$ cat src/rtl/pipeline_stage_register_if.sv
// Handshake bundle for pipeline_stage_register.
//   in_valid / in_ready / in_data    : upstream offer and acceptance
//   out_valid / out_ready / out_data : head entry towards the downstream stage
// master: the environment (upstream producer plus downstream consumer).
// slave : the pipeline register itself.
interface pipeline_stage_register_if #(
  parameter int unsigned WIDTH = 64
);
  logic             in_valid;
  logic             in_ready;
  logic [WIDTH-1:0] in_data;
  logic             out_valid;
  logic             out_ready;
  logic [WIDTH-1:0] out_data;

  modport master (
    output in_valid, in_data, out_ready,
    input  in_ready, out_valid, out_data
  );

  modport slave (
    input  in_valid, in_data, out_ready,
    output in_ready, out_valid, out_data
  );
endinterface

$ cat src/rtl/pipeline_stage_register.sv
// Pipeline register between two datapath stages with valid/ready handshake,
// backpressure, synchronous flush and an optional skid entry.
//   clk       : rising-edge clock
//   reset     : synchronous, active-high; empties the stage
//   flush     : synchronous squash of all held entries (lower priority than reset)
//   bus       : pipeline_stage_register_if.slave (in_* upstream, out_* downstream)
//   occupancy : number of held entries (0..2)
// Build option: define PIPELINE_SKID_EN to add the skid entry. in_ready then
// comes from a flop instead of combinationally from out_ready; without it the
// stage holds a single entry and occupancy[1] is always 0.
module pipeline_stage_register #(
  parameter int unsigned      WIDTH       = 64,
  parameter logic [WIDTH-1:0] RESET_VALUE = '0
) (
  input  logic                        clk,
  input  logic                        reset,
  input  logic                        flush,
  pipeline_stage_register_if.slave    bus,
  output logic [1:0]                  occupancy
);

`ifdef PIPELINE_SKID_EN
  typedef enum logic [1:0] {S_EMPTY = 2'd0, S_FULL = 2'd1, S_SKID = 2'd2} state_t;
`else
  typedef enum logic [1:0] {S_EMPTY = 2'd0, S_FULL = 2'd1} state_t;
`endif

  state_t           state_q, state_d;
  logic [WIDTH-1:0] head_q, head_d;
  logic             in_ready;
  logic             xfer_in;
  logic             xfer_out;

`ifdef PIPELINE_SKID_EN
  logic [WIDTH-1:0] skid_q, skid_d;
  logic             rdy_q, rdy_d;

  // rdy_q mirrors (state != SKID). Masking with reset keeps in_ready low
  // while reset is held without delaying readiness after it drops.
  assign in_ready = rdy_q && !reset;
`else
  assign in_ready = !flush && ((state_q == S_EMPTY) || bus.out_ready);
`endif

  assign xfer_in  = bus.in_valid && in_ready;
  assign xfer_out = (state_q != S_EMPTY) && bus.out_ready;

  always_comb begin
    state_d = state_q;
    head_d  = head_q;
`ifdef PIPELINE_SKID_EN
    skid_d  = skid_q;
`endif
    if (flush) begin
      state_d = S_EMPTY;
      head_d  = RESET_VALUE;
`ifdef PIPELINE_SKID_EN
      skid_d  = RESET_VALUE;
`endif
    end else begin
      case (state_q)
        S_EMPTY: begin
          if (xfer_in) begin
            state_d = S_FULL;
            head_d  = bus.in_data;
          end
        end
        S_FULL: begin
          if (xfer_in && xfer_out) begin
            head_d = bus.in_data;
          end else if (xfer_out) begin
            // Head returns to RESET_VALUE so no stale payload is visible.
            state_d = S_EMPTY;
            head_d  = RESET_VALUE;
`ifdef PIPELINE_SKID_EN
          end else if (xfer_in) begin
            state_d = S_SKID;
            skid_d  = bus.in_data;
`endif
          end
        end
`ifdef PIPELINE_SKID_EN
        S_SKID: begin
          if (xfer_out) begin
            state_d = S_FULL;
            head_d  = skid_q;
            skid_d  = RESET_VALUE;
          end
        end
`endif
        default: begin
          state_d = S_EMPTY;
          head_d  = RESET_VALUE;
        end
      endcase
    end
`ifdef PIPELINE_SKID_EN
    rdy_d = (state_d != S_SKID);
`endif
  end

  always_ff @(posedge clk) begin
    if (reset) begin
      state_q <= S_EMPTY;
      head_q  <= RESET_VALUE;
`ifdef PIPELINE_SKID_EN
      skid_q  <= RESET_VALUE;
      rdy_q   <= 1'b1;
`endif
    end else begin
      state_q <= state_d;
      head_q  <= head_d;
`ifdef PIPELINE_SKID_EN
      skid_q  <= skid_d;
      rdy_q   <= rdy_d;
`endif
    end
  end

  assign bus.in_ready  = in_ready;
  assign bus.out_valid = (state_q != S_EMPTY);
  assign bus.out_data  = head_q;

`ifdef PIPELINE_SKID_EN
  assign occupancy = (state_q == S_SKID) ? 2'd2 :
                     (state_q == S_FULL) ? 2'd1 : 2'd0;
`else
  assign occupancy = {1'b0, (state_q == S_FULL)};
`endif

endmodule

$ cat src/flat_wrapper.sv
// flat-port wrapper written by rule: the top's interface ports become plain ports
module pipeline_stage_register_flat 
#(
  parameter int unsigned      WIDTH       = 64,
  parameter logic [WIDTH-1:0] RESET_VALUE = '0
)
  (clk, reset, flush, occupancy, bus_in_valid, bus_in_data, bus_out_ready, bus_in_ready, bus_out_valid, bus_out_data);
  pipeline_stage_register_if #(.WIDTH(WIDTH)) bus_i ();
  input  logic clk;
  input  logic reset;
  input  logic flush;
  output logic [1:0] occupancy;
  input wire logic [$bits(bus_i.in_valid)-1:0] bus_in_valid;
  input wire logic [$bits(bus_i.in_data)-1:0] bus_in_data;
  input wire logic [$bits(bus_i.out_ready)-1:0] bus_out_ready;
  output wire logic [$bits(bus_i.in_ready)-1:0] bus_in_ready;
  output wire logic [$bits(bus_i.out_valid)-1:0] bus_out_valid;
  output wire logic [$bits(bus_i.out_data)-1:0] bus_out_data;
  assign bus_i.in_valid = bus_in_valid;
  assign bus_i.in_data = bus_in_data;
  assign bus_i.out_ready = bus_out_ready;
  assign bus_in_ready = bus_i.in_ready;
  assign bus_out_valid = bus_i.out_valid;
  assign bus_out_data = bus_i.out_data;
  pipeline_stage_register #(.WIDTH(WIDTH), .RESET_VALUE(RESET_VALUE)) u_core (.clk(clk), .reset(reset), .flush(flush), .bus(bus_i), .occupancy(occupancy));
endmodule
$ cat config.mk
export PLATFORM = sky130hd
export DESIGN_NAME = pipeline_stage_register_flat
export DESIGN_NICKNAME = d
export VERILOG_FILES = /design/src/rtl/pipeline_stage_register_if.sv /design/src/rtl/pipeline_stage_register.sv /design/src/flat_wrapper.sv
export SDC_FILE = /design/constraint.sdc
export NUM_CORES = 1
export LEC_CHECK = 0
export CAP_MARGIN = 0
export CORE_MARGIN = 4
export CORE_UTILIZATION = 38
export DETAILED_ROUTE_END_ITERATION = 10
export PLACE_DENSITY = 0.84
export SYNTH_ARGS = -nofsm -noshare
export SYNTH_HDL_FRONTEND = slang
export SYNTH_SLANG_ARGS = --single-unit
export TNS_END_PERCENT = 100
$ cat constraint.sdc
create_clock -name clk -period 2 [get_ports clk]
set_input_delay 0.4 -clock clk [delete_from_list [all_inputs] [get_ports clk]]
set_output_delay 0.4 -clock clk [all_outputs]
set_load 0.005 [all_outputs]
# == After elaboration in Yosys (flattened, before gate mapping) ==
# Index checks and enable logic that the tools add are counted.
# totals
mem_count,0
latch_bits,0
inputBits,69
out_inout_bits,68
mem_bits_rw,0
register_bits,66
rom_bits,0
# op_classes
addsub,0
multipliers,0
order_cmp,0
n_reduce_logical,11
n_mux,8
n_div,0
eq_ne,5
shifts,0
n_bitwise,0
# ops
op,n
$mux 64,3
$pmux 64 s2,1
$mux 2,3
$logic_and 1x1->1,4
$ne 2x1->1 const B,2
$pmux 2 s2,1
$ne 3x1->1 const B,1
$reduce_and 3->1,1
$eq 2x1->1 const B,1
$logic_not 2->1,1
$ne 2x2->1 const B,1
$reduce_and 2->1,1
$reduce_bool 2->1,1
$reduce_or 2->1,1
$logic_not 1->1,1
$logic_or 1x1->1,1

# == Longest topological paths before layout ==
# depth
word_depth,7
depth_mapped,5

# == Worst setup path after synthesis ==
# OpenSTA, ideal clock, no wires.
# synth_path
path_kind,register -> register
start,register u_core.state_q[0]
end,"register u_core.head_q[0], in the netlist u_core.bus.out_data[0]"
n_path_buf,2
path_stages_with_launch,6
t_required_ns,1.883
synth_period_minus_slack_ns,1.254
slack_ns,0.746
t_arrival_ns,1.137
cell_sequence,dfxtp_1 -> nor2b_4 -> and3b_1 -> buf_6 -> buf_6 -> a22o_1
# synth_between
elab_chain_cells,7
# synth_rtl
item,line_no,source
"start, declared",pipeline_stage_register.sv:28,"state_t state_q, state_d;"
"start signal, assigned",pipeline_stage_register.sv:111,state_q <= state_d;
$logic_not 2->1,"pipeline_stage_register.sv:42, pipeline_stage_register.sv:61",
$logic_or 1x1->1,pipeline_stage_register.sv:42,assign in_ready = !flush && ((state_q == S_EMPTY) || bus.out_ready);
$logic_and 1x1->1,pipeline_stage_register.sv:42,
$logic_and 1x1->1,pipeline_stage_register.sv:45,assign xfer_in = bus.in_valid && in_ready;
$logic_and 1x1->1,pipeline_stage_register.sv:69,if (xfer_in && xfer_out) begin
$mux 64 or $ne 3x1->1 (tied branches),n/a,
$pmux 64 s2 or $reduce_and 2->1 (tied branches),n/a,
"end signal, assigned",pipeline_stage_register.sv:105,head_q <= RESET_VALUE;
"end signal, assigned",pipeline_stage_register.sv:112,head_q <= head_d;
"end, declared",pipeline_stage_register.sv:29,"logic [WIDTH-1:0] head_q, head_d;"
# Several ways; a longest one is shown, not always the timed one.
# A chain may end at the register's enable or synchronous reset.

# == Worst setup path after layout ==
# layout_path
start,register u_core.state_q[0]
end,output port bus_out_valid
# layout_between
elab_chain_cells,1
# layout_rtl
item,line_no,source
$reduce_bool 2->1,pipeline_stage_register.sv:121,assign bus.out_valid = (state_q != S_EMPTY);
"end, declared",flat_wrapper.sv:17,output wire logic [$bits(bus_i.out_valid)-1:0] bus_out_valid;
# No other way between the ends.

==> results.py <==
metrics = {
    "timing": {
        "drv_slew": 0,
        "whs_ns": 0.4759,
        "rsz0062_at_grt": "false",
        "clock.fmax_ghz": 0.5957,
        "fin_worst_skew_ns": 0.009357,
        "setup_viol": 0,
        "setup_tns_ns": 0,
        "hold_violations": 0,
        "fin_crit_ns": 1.679,
        "layout_worst_path_cycle_share": 0.8394,
    },
    "setup_path": {
        "crit_family": "buffers and inverters",
        "cp.depth": 1,
        "reg2reg_slack_ns": 0.49,
        "crit_buf_inv": 1,
        "crit_chain": "clkdlybuf4s50_1",
        "cp_max_fo": 4,
        "timing.rr.start": "u_core.state_q[0]",
        "critPathArrivalTime_ns": 1.28,
        "reg2reg_to": "u_core.bus.out_data[58]",
        "crit_path_max_incr_delay_ns": 0.54,
        "end_kind": "primary output",
        "rr_worst_depth": 5,
        "crit_path_start_kind": "register",
        "required_ns": 1.60,
        "path_class": "register to primary output",
        "critPathSlowestCell": "clkdlybuf4s50_1",
    },
    "clocking": {
        "cts_root_buf": "clkbuf_8",
        "path_clk_slew_ns": 0.07,
        "clock_latency_ns": 0.32,
        "clockBufferDepth": 2,
        "htreeDepth": 3,
        "cts_buffers": 9,
        "cts_tree": "built",
        "cts_hold_buf": 0,
        "cts_sinks": 65,
    },
    "die": {
        "die_y_um": 82.11,
        "die_area_um2": 6742,
        "core_um2": 5205,
        "num_rows": 26,
        "floorplan.initialDensity": 0.4010,
        "io_pins": 137,
        "fp.dieW_um": 82.11,
    },
    "routing": {
        "dr.first_iter.drc_count": 77,
        "routed_wl_um": 5760,
        "vias_per_cell": 4.912,
        "ant_nets": 0,
        "avgRoutedWirePerCell_um": 15.91,
        "drc": 0,
        "firstDrtPassIters": 4,
        "vias": 1778,
    },
    "job": {
        "drv_cap": 0,
    },
    "place": {
        "portBuffers": 135,
        "dp_cells": 347,
        "hpwl_um": 4205,
        "gp_congestion": 0.7735,
    },
    "hold_path": {
        "worstHoldPathType": "register to register",
        "holdPathEnd": "u_core.bus.out_data[61]",
        "whs_path_depth": 1,
        "hold_start": "u_core.bus.out_data[61]",
    },
    "logic_synthesis": {
        "syn_area_per_cell_um2": 13.64,
        "ys_types": 9,
        "synth_nets": 222,
        "syn-cell-area_um2": 2087,
        "ys_seq_area_frac": 0.6235,
        "synth_largest_area_cell": "dfxtp_1",
        "synthCells": 153,
        "ys_ff_latch": 65,
        "synth_warnings": 0,
        "synth.top_cell.area_share": 0.6235,
        "synth_area_leaders": "dfxtp_1 (62%), a22o_1 (27%), buf_6 (7.6%), buf_4 (0.72%), o21a_1 (0.72%)",
    },
    "power": {
        "vdd_drop_max_mv": 0.4505,
        "leakagePower_nw": 1.407,
        "powerDensity_nw_per_um2": 748.1,
        "finalPower_w": 0.002691,
    },
    "layout": {
        "diodes": 0,
        "stdcell_count": 362,
        "drive_gt1_frac": 0.07192,
        "num-nets-final": 357,
        "final_util": 0.6911,
        "areaGrowthSynthToFinish_pct": 72.36,
    },
    "grt": {
        "grt_first_pass_wirelength_um": 8631,
        "first_global_vias": 1797,
        "grt.total_usage": 0.1702,
        "antenna_found_initial": 0,
        "grt_overflow": 0,
        "grt_max_degree": 65,
    },
    "status": {
        "status": "completed",
    },
}
-- area by class of cell --
type	count	area, um^2
clock inverters	4	45.04
multi-input cells	72	615.6
flip-flops and latches	65	1301
well taps	70	87.58
repair buffers	140	1416
fillers	414	1608
clock buffers	11	131.4
-- how the worst max path moves through the flow --
stage                 startpoint                     end  slack [ns]
5_1_grt        u_core.state_q[0]           bus_out_valid        0.27
4_1_cts            bus_out_ready            bus_in_ready        0.05
2_1_floorplan  u_core.state_q[0]  u_core.bus.out_data[0]        0.75
3_5_place_dp       bus_out_ready            bus_in_ready        0.05
6_report       u_core.state_q[0]           bus_out_valid        0.32
3_3_place_gp       bus_out_ready            bus_in_ready        0.06
-- per-stage QoR --
stage          area [um^2]  setup slack (ns)
2_1_floorplan         2087            0.7459
3_3_place_gp          3418           0.06230
3_5_place_dp          3418           0.05069
4_1_cts               3595           0.05146
5_1_grt               3597            0.2693
6_report              3597            0.3212
-- cell usage after synthesis (all sizes together) --
master   n
conb     1
o21a     2
buf     16
a22o    64
dfxtp   65
nor2     3
nor2b    1
and3b    1
-- layout by cell type, fill, tap and decap left out, drive strengths merged --
| master | synthesis | routed |
|---|---|---|
| clkdlybuf4s50 | 0 | 134 |
| dfxtp | 65 | 65 |
| a22o | 64 | 64 |
| clkbuf | 0 | 11 |
| buf | 16 | 5 |
| nor2 | 3 | 3 |
| clkinv | 0 | 3 |
| o21a | 2 | 2 |
| nor2b | 1 | 1 |
| and3b | 1 | 1 |
| conb | 1 | 1 |
| bufinv | 0 | 1 |
| dlymetal6s2s | 0 | 1 |
-- logic make-up after synthesis --
kind of cell / Yosys count / share of synthesized area
compound gates: 66 / 0.2758
other cells: 1 / 0.001797
simple gates: 5 / 0.01619
flops: 65 / 0.6235
buf+inv: 16 / 0.08273
-- report_power, final --
part / total (W) / switching (W) / internal, W
Sequential: 0.00136 / 0.0000237 / 0.00134
Combinational: 0.000315 / 0.0000882 / 0.000227
Clock: 0.00101 / 0.000451 / 0.000563
Total: 0.00269 / 0.000562 / 0.00213
-- repair_timing --
action | in CTS | in global routing
endpoints found under the setup margin | 0 | 1
buffers inserted | 0 | 0
resized for setup | 0 | 1
-- sequential cells by signal, summed over array words and instances (netlist names) --
signal / flops
u_core.bus.out_data: 64
u_core.state_q: 1
-- routing by layer --
metal / track usage / up-vias / part of all wire
met5: 0 / - / 0
met4: 0.09468 / 0 / 0.017
met3: 0.05423 / 9 / 0.091
met2: 0.2771 / 79 / 0.50
met1: 0.1977 / 842 / 0.39
li1: - / 848 / -
(Power assumes the default switching activity.)
